==> src/rtl/wta_pkg.sv <==
// Shared helpers for the k-winner-take-all block: winner popcount and
// gamma counter width.
package wta_pkg;

  // Widest spike vector the popcount helper accepts.
  localparam int MAX_LINES = 64;

  function automatic int popcount(input logic [MAX_LINES-1:0] v);
    int n;
    n = 0;
    for (int i = 0; i < MAX_LINES; i++) begin
      n += int'(v[i]);
    end
    return n;
  endfunction

  function automatic int gamma_w(input int g);
    return (g > 1) ? $clog2(g) : 1;
  endfunction

endpackage

==> src/rtl/wta_prio_pick.sv <==
// Combinational picker: selects up to limit_i set bits of vec_i, scanning
// upward from index rot_i with wrap-around.
module wta_prio_pick
  import wta_pkg::*;
#(
  parameter int N  = 16,
  parameter int LW = 2,
  parameter int IW = (N > 1) ? $clog2(N) : 1
) (
  input  logic [N-1:0]  vec_i,
  input  logic [LW-1:0] limit_i,
  input  logic [IW-1:0] rot_i,
  output logic [N-1:0]  sel_o
);

  always_comb begin
    int            taken;
    logic [IW-1:0] idx;
    sel_o = '0;
    taken = 0;
    idx   = '0;
    for (int j = 0; j < N; j++) begin
      idx = IW'((int'(rot_i) + j) % N);
      if (vec_i[idx] && (taken < int'(limit_i))) begin
        sel_o[idx] = 1'b1;
        taken++;
      end
    end
  end

endmodule

==> src/rtl/wta_k.sv <==
// k-winner-take-all over spike lines, evaluated per gamma cycle.
// Define WTA_RR_TIE_EN to rotate tie-break priority by one line per gamma cycle.
module wta_k
  import wta_pkg::*;
#(
  parameter int GAMMA_CYCLE_WIDTH = 16,
  parameter int PULSE_WIDTH       = 8,
  parameter int NUM_INPUTS        = 16,
  parameter int K                 = 2
) (
  input  logic                     aclk,
  input  logic                     rst_n,
  input  logic                     en,
  input  logic [NUM_INPUTS-1:0]    input_spikes,
  output logic [NUM_INPUTS-1:0]    output_spikes,
  output logic                     gamma_start,
  output logic [$clog2(K+1)-1:0]   win_count
);

  localparam int GW  = gamma_w(GAMMA_CYCLE_WIDTH);
  localparam int WCW = $clog2(K+1);
  localparam int PCW = $clog2(PULSE_WIDTH+1);
  localparam int IW  = (NUM_INPUTS > 1) ? $clog2(NUM_INPUTS) : 1;

  logic [GW-1:0]         gamma_cnt_q, gamma_cnt_d;
  logic [NUM_INPUTS-1:0] in_q, won_q, won_d;
  logic [NUM_INPUTS-1:0] rise, cand, sel;
  logic [WCW-1:0]        win_q, win_d, limit;
  logic [PCW-1:0]        pulse_q [NUM_INPUTS];
  logic [PCW-1:0]        pulse_d [NUM_INPUTS];
  logic [IW-1:0]         rot;
  logic                  wrap;

  assign rise  = input_spikes & ~in_q;
  assign cand  = rise & ~won_q;
  assign limit = WCW'(K) - win_q;
  assign wrap  = (gamma_cnt_q == GW'(GAMMA_CYCLE_WIDTH-1));

  wta_prio_pick #(
    .N  (NUM_INPUTS),
    .LW (WCW),
    .IW (IW)
  ) u_pick (
    .vec_i   (cand),
    .limit_i (limit),
    .rot_i   (rot),
    .sel_o   (sel)
  );

`ifdef WTA_RR_TIE_EN
  logic [IW-1:0] rr_q, rr_d;

  always_comb begin
    rr_d = rr_q;
    if (en && wrap) begin
      rr_d = (rr_q == IW'(NUM_INPUTS-1)) ? '0 : rr_q + IW'(1);
    end
  end

  always_ff @(posedge aclk or negedge rst_n) begin
    if (!rst_n) rr_q <= '0;
    else        rr_q <= rr_d;
  end

  assign rot = rr_q;
`else
  assign rot = '0;
`endif

  // The wrap clear takes precedence over any selection in the last gamma cycle.
  always_comb begin
    gamma_cnt_d = gamma_cnt_q;
    won_d       = won_q;
    win_d       = win_q;
    pulse_d     = pulse_q;
    if (en) begin
      if (wrap) begin
        gamma_cnt_d = '0;
        won_d       = '0;
        win_d       = '0;
        for (int i = 0; i < NUM_INPUTS; i++) pulse_d[i] = '0;
      end else begin
        gamma_cnt_d = gamma_cnt_q + GW'(1);
        won_d       = won_q | sel;
        win_d       = win_q + WCW'(popcount(MAX_LINES'(sel)));
        for (int i = 0; i < NUM_INPUTS; i++) begin
          if (sel[i])                  pulse_d[i] = PCW'(PULSE_WIDTH);
          else if (pulse_q[i] != '0)   pulse_d[i] = pulse_q[i] - PCW'(1);
        end
      end
    end
  end

  // in_q resets high so lines held high through reset never look like a rise.
  always_ff @(posedge aclk or negedge rst_n) begin
    if (!rst_n) begin
      gamma_cnt_q <= '0;
      in_q        <= '1;
      won_q       <= '0;
      win_q       <= '0;
      for (int i = 0; i < NUM_INPUTS; i++) pulse_q[i] <= '0;
    end else begin
      gamma_cnt_q <= gamma_cnt_d;
      in_q        <= input_spikes;
      won_q       <= won_d;
      win_q       <= win_d;
      pulse_q     <= pulse_d;
    end
  end

  always_comb begin
    for (int i = 0; i < NUM_INPUTS; i++) output_spikes[i] = (pulse_q[i] != '0);
  end

  assign gamma_start = (gamma_cnt_q == '0);
  assign win_count   = win_q;

endmodule

==> config.mk <==
export PLATFORM = sky130hd
export DESIGN_NAME = wta_k
export DESIGN_NICKNAME = d
export VERILOG_FILES = /design/src/rtl/wta_pkg.sv /design/src/rtl/wta_prio_pick.sv /design/src/rtl/wta_k.sv
export SDC_FILE = /design/constraint.sdc
export NUM_CORES = 1
export LEC_CHECK = 0
export BUFFER_PORTS_ARGS = -buffer_cell sky130_fd_sc_hd__buf_2
export CAP_MARGIN = 5
export CORE_UTILIZATION = 30
export CTS_BUF_LIST = sky130_fd_sc_hd__clkbuf_4 sky130_fd_sc_hd__clkbuf_8 sky130_fd_sc_hd__clkbuf_16
export CTS_CLUSTER_SIZE = 25
export DETAILED_ROUTE_END_ITERATION = 10
export GPL_TIMING_DRIVEN = 0
export PLACE_DENSITY_LB_ADDON = 0.05
export SYNTH_ARGS = -nofsm -noshare
export SYNTH_HDL_FRONTEND = slang
export SYNTH_SLANG_ARGS = --single-unit
export TNS_END_PERCENT = 10
==> constraint.sdc <==
create_clock -name aclk -period 73.8 [get_ports aclk]
set_input_delay 3.69 -clock aclk [delete_from_list [all_inputs] [get_ports aclk]]
set_output_delay 3.69 -clock aclk [all_outputs]
set_load 0.02 [all_outputs]
After elaboration in Yosys (flattened, before gate mapping)

Index checks and enable logic that the tools add are counted.

Equality and inequality tests: 1
Reduce and logical (&&, ||, !) cells: 65
$lt $le $gt $ge: 16
Multiplexer cells: 67
Add/subtract/negate cells: 48
Bitwise gates (word level): 5

Operators by type and width:

| cell                                             | number |
|---|---|
| less-than comparator 32 x 3 -> 1 bit             | 14 |
| two-way mux 32 bit                               | 14 |
| adder 32 x 2 -> 32 bit, second input constant    | 13 |
| two-way mux 4 bit                                | 34 |
| two-way mux 64 bit                               | 1 |
| nonzero test 4 bit                               | 16 |
| subtractor 4 x 1 -> 4 bit, second input constant | 16 |
| nonzero test 3 bit                               | 16 |
| AND 16 bit                                       | 2 |
| two-way mux 16 bit                               | 2 |
| NOT 16 bit                                       | 2 |
| AND reduction 2 bit                              | 16 |
| adder 2 x 1 -> 2 bit                             | 14 |
| logical AND 1 bit                                | 16 |
| bitwise OR 16 bit                                | 1 |
| two-way mux 15 bit                               | 1 |
| two-way mux 14 bit                               | 1 |
| two-way mux 13 bit                               | 1 |
| two-way mux 12 bit                               | 1 |
| two-way mux 11 bit                               | 1 |
| two-way mux 10 bit                               | 1 |
| two-way mux 9 bit                                | 1 |
| two-way mux 8 bit                                | 1 |
| two-way mux 7 bit                                | 1 |
| other kinds (14)                                 | 16 |

Register bits: 102
Input bits: 19
Logic and storage cells: 222
Output and inout port bits: 19

Longest topological paths before layout

Depth in word-level cells: 67
Gate-level depth with buffers: 99
Mapped depth without buffers: 95

Cells and area by module

From an unflattened synthesis, not the netlist that was laid out.

Cell total of the unflattened synthesis: 1281
Area total of the unflattened synthesis: 10855.4 µm²

Modules (own cells, without submodules):

| module        | times used | cells each | area each (µm²) | seq. area each (µm²) |
|---|---|---|---|---|
| wta_k         | 1          | 541        | 5529.1          | 2572.5 |
| wta_prio_pick | 1          | 740        | 5326.4          | 0.0 |

Worst setup path after synthesis

No wires, ideal clock.

Kind: input to register
Start: input port input_spikes[0]
End: register win_q[1] (netlist: win_count[1])
Path buffers: 1
Stages: 93
Arrival time: 28.216 ns
Slack: 45.463 ns
Setup time: 0.121 ns
Data required time: 73.679 ns
Cell sequence: nand2_1 a21oi_1 nor4b_1 ha_1 ha_1 o21ai_0 nand2_1 nand2_1 o21ai_0 ha_1 nor4b_1 o2111a_1 buf_6 mux2_2 ha_1 nor4b_1 and3_1 nand2_1 (+57 left out) a31oi_4 inv_2 mux2_4 ha_1 or4b_2 a211o_1 a221oi_2 inv_1 fa_1 fa_1 inv_1 fa_1 xnor2_1 xnor2_1 xnor2_1 xnor2_1 xnor2_1 a22o_1

Cells in the longest elaborated chain, start to end: 52
Elaborated cells between the ends (all ways): 95
Classes of those cells: add/sub: 30; order compare: 15; mux: 32; bitwise: 2; reduce/logical: 16

Ends and longest elaborated chain:

| element                              | RTL line            | text |
|---|---|---|
| start: declaration                   | wta_k.sv:14         | `input logic [NUM_INPUTS-1:0] input_spikes,` |
| AND 16 bit (*)                       | wta_k.sv:34         | `assign rise = input_spikes & ~in_q;` |
| AND 16 bit (*)                       | wta_k.sv:35         | `assign cand = rise & ~won_q;` |
| logical AND 1 bit (*)                | wta_prio_pick.sv:24 | `if (vec_i[idx] && (taken < int'(limit_i))) begin` |
| two-way mux 1 bit                    | wta_prio_pick.sv:24 |  |
| less-than comparator 1 x 2 -> 1 bit  | wta_prio_pick.sv:24 |  |
| logical AND 1 bit                    | wta_prio_pick.sv:24 |  |
| two-way mux 32 bit                   | wta_prio_pick.sv:24 |  |
| less-than comparator 32 x 3 -> 1 bit | wta_prio_pick.sv:24 |  |
| (+36 left out)                       | -                   |  |
| logical AND 1 bit                    | wta_prio_pick.sv:24 |  |
| two-way mux 32 bit                   | wta_prio_pick.sv:24 |  |
| less-than comparator 32 x 3 -> 1 bit | wta_prio_pick.sv:24 |  |
| logical AND 1 bit                    | wta_prio_pick.sv:24 |  |
| two-way mux 16 bit (*)               | wta_prio_pick.sv:24 |  |
| adder 2 x 1 -> 2 bit (*)             | wta_pkg.sv:12       | `n += int'(v[i]);` |
| adder 2 bit (*)                      | wta_k.sv:85         | `win_d = win_q + WCW'(popcount(MAX_LINES'(sel)));` |
| two-way mux 2 bit (*)                | wta_k.sv:77         | `if (wrap) begin` |
| end signal: assignment               | wta_k.sv:106        | `win_q <= win_d;` |
| end: declaration                     | wta_k.sv:28         | `logic [WCW-1:0] win_q, win_d, limit;` |

Every way passes the cells marked *; elsewhere a longest branch is shown, timed or not.
A chain may end at the register's enable or synchronous reset.

Final worst setup path

Same ends and word-level chain as after synthesis.

==> run_results.csv <==
group,metric,value,unit
run_status,status,"finished, final reports clean",
yosys,ys_ff_latch,102,
placement,dp_hpwl,15500,um
pwr,leakage,3.51,nW
die,dieWidth,155,um
timing,relSlewSlack,0.395,
detailed_routing,route.antenna.remaining_nets,0,
setup_path,crit_required,74.04,ns
timing,final_max_slew_viol_count,0,
die,io_pins,38,
global_route,antenna_found_initial,0,
finish,antenna_cells,0,
pwr,power,0.422,mW
yosys,syn_avg_cell_area,8.91,sq um
finish,syn_to_final_growth,13.4,%
yosys,synth-async-reset-ratio,1.00,
yosys,synth-main-ff-cell,"dfrtp_1",
yosys,netlist_area,7070,sq um
setup_path,r2r-end,"win_count[1]$_DFFE_PN0P_",
yosys,synth_edf_count,0,
die,rows,55,
worst_hold_path,hp-class,"register to register",
setup_path,critPathCaptureType,"register",
setup_path,crit_arrival,34.20,ns
setup_path,ff2ff_setup_slack,41.26,ns
yosys,synthCells,793,
clocking,cts_tree,"built",
timing,skew,0.0130,ns
pwr,p_per_area,52.7,nW/um^2
finish,final_core_util,0.351,
yosys,netlist.area_leader.share,0.305,
setup_path,rr_worst_depth,98,
run,maxCapViolCount,0,
detailed_routing,wl,21100,um
timing,min_period,33.96,ns
placement,io_buffers,37,
global_route,grt_max_degree,70,
timing,setup_violations,0,
die,coreArea,22800,sq um
setup_path,reg2reg_from,"win_count[0]$_DFFE_PN0P_",
yosys,synthTopCellsByArea,"dfrtp_1 (30%), ha_1 (8.7%), o21ai_0 (6.9%)",
setup_path,endpoint,"win_count[1]$_DFFE_PN0P_",
clocking,hold_buffers,0,
timing,rsz0062_at_grt,"no",
setup_path,start_kind,"input pin",
yosys,synthesis.nets,867,
clocking,cts_sinks,102,
clocking,numCtsBuffers,9,
timing,finalHoldViolations,0,
setup_path,slowest_delay,0.79,ns
timing,setup_tns,0,ns
global_route,track_usage,0.182,
global_route,grt_pass1_wl,33500,um
pwr,max-vdd-ir-drop,0.0199,mV
worst_hold_path,holdPathStages,2,
clocking,clk_path_buf_depth,2,
die,start_util,0.309,
clocking,cts-root-buf,"clkbuf_16",
detailed_routing,vias,6144,
yosys,synth_seq_area_share,0.364,
die,die_h,155,um
setup_path,crit_type,"input pin to register",
timing,whs,0.488,ns
timing,post-route-period-util,0.460,
yosys,ys_types,74,
detailed_routing,post_drt_wl_per_cell,18.2,um
finish,fin_nets,917,
placement,place_congestion,0.830,
clocking,htree_levels,3,
clocking,clk_latency,0.36,ns
detailed_routing,drc_errors,0,
setup_path,cp_slowest_cell,"nor4b_1",
detailed_routing,dr.first_iter.drc_count,497,
clocking,post_cts_buffers,0,
detailed_routing,vias_per_cell,5.29,
timing,max_freq,0.0295,GHz
yosys,yosysWarnings,0,
timing,worst_pin_slew,0.895,ns
yosys,synth_largest_area_cell,"dfrtp_1",
die,dieArea,24200,sq um
setup_path,critPathLaunch,"input_spikes[0]",
detailed_routing,drt_pass1_iterations,5,
clocking,post_cts_resized,0,
global_route,grt_pass1_vias,6192,
setup_path,crit_path_frequent_cell,"ha_1",
setup_path,worstPathMaxFanout,8,
finish,drive_gt1_frac,0.142,
clocking,path_clk_slew,0.07,ns
global_route,overflow,0,
[sequential cells by signal, summed over array words and instances, names as in the netlist]
signal,cells
gamma_cnt_q,4
in_q,16
pulse_q,64
win_count,2
won_q,16
[per-stage QoR]
stage	worst slack (ns)	cell area, sq um	cells
after global routing	37.43	8010	1161
after CTS	39.23	8000	1160
after floorplan	45.46	7070	793
final	39.84	8010	1161
after global placement	39.16	7640	1143
after detailed placement	39.02	7680	1144
[area by class of cell]
cell class / count / area [sq um]
fillers: 2344 / 14800
inverters: 76 / 285
flip-flops and latches: 102 / 2570
plain buffers: 23 / 93.8
clock buffers: 11 / 246
multi-input cells: 592 / 4110
repair buffers: 39 / 224
clock inverters: 5 / 81.3
well taps: 313 / 392
[logic make-up (layout without fill, tap and decap cells)]
| kind of cell | after synthesis | count (layout) | synth area share |
|---|---|---|---|
| buf+inv | 99 | 154 | 0.0537 |
| simple gates | 278 | 278 | 0.206 |
| compound gates | 221 | 221 | 0.210 |
| flops | 102 | 102 | 0.364 |
| fa+ha+maj | 55 | 55 | 0.104 |
| xor+xnor | 13 | 13 | 0.0188 |
| mux | 25 | 25 | 0.0434 |
[synth_stat cells (all sizes together) (4+ instances only)]
cell type  number
a21o            6
a21oi          33
a31oi          17
a32o           13
and2            4
and3           12
clkbuf         21
dfrtp          86
dfstp          16
fa              6
ha             49
inv            76
mux2           17
mux2i           8
nand2          86
nand2b          9
nand3          25
nand3b         10
nand4           8
nand4b          4
nor2           55
nor2b           4
nor3           17
nor3b          11
nor4b          12
o2111ai         4
o211ai          6
o21ai          98
o31ai           7
o41ai           4
or3b            5
or4b            5
xnor2          10
[placed cells by master, fill, tap and decap left out, types with 8 or more instances in the layout]
cell	netlist	layout
dfrtp_1	86	86
nor2_1	55	55
clkbuf_1	21	21
and3_1	12	12
nor4b_1	11	11
a32o_1	13	13
buf_2	0	36
a21oi_1	31	31
nor3_1	17	17
nand2_1	86	86
nand3_1	25	25
o21ai_0	97	97
clkbuf_16	0	9
nor3b_1	11	11
dfstp_2	16	16
ha_1	49	49
xnor2_1	9	9
a31oi_1	16	16
nand4_1	8	8
inv_1	75	75
nand2b_1	9	9
mux2_2	11	11
nand3b_1	10	10
[worst min-delay path by stage]
stage	start	end	slack [ns]
2_1_floorplan	pulse_q[31]$_DFFE_PN0P_	pulse_q[31]$_DFFE_PN0P_	0.45
3_3_place_gp	pulse_q[35]$_DFFE_PN0P_	pulse_q[35]$_DFFE_PN0P_	0.47
3_5_place_dp	pulse_q[31]$_DFFE_PN0P_	pulse_q[31]$_DFFE_PN0P_	0.47
4_1_cts	pulse_q[35]$_DFFE_PN0P_	pulse_q[35]$_DFFE_PN0P_	0.49
5_1_grt	pulse_q[35]$_DFFE_PN0P_	pulse_q[35]$_DFFE_PN0P_	0.51
6_report	pulse_q[39]$_DFFE_PN0P_	pulse_q[39]$_DFFE_PN0P_	0.49
[routing by layer]
layer | global-route usage | vias up | part of all wire
met3 | 0.0273 | 19 | 0.033
met5 | 0 | - | 0
met4 | 0.0500 | 0 | 0.016
met2 | 0.313 | 137 | 0.48
met1 | 0.235 | 3013 | 0.47
li1 | - | 2975 | -
[power breakdown]
group	internal [mW]	switching, mW
combinational	0.112	0.156
sequential	0.0802	0.0189
clock	0.0312	0.0231
[critical path, delay by kind of cell]
kind | cells | cell delay [ns]
multiplexers | 12 | 4.63
buffers and inverters | 9 | 1.52
AND/OR/NAND/NOR | 37 | 14.61
AO/OA/AOI/OAI | 15 | 4.70
adder cells (fa/ha/maj) | 17 | 4.26
XOR/XNOR | 5 | 0.79
(Power assumes the default switching activity.)
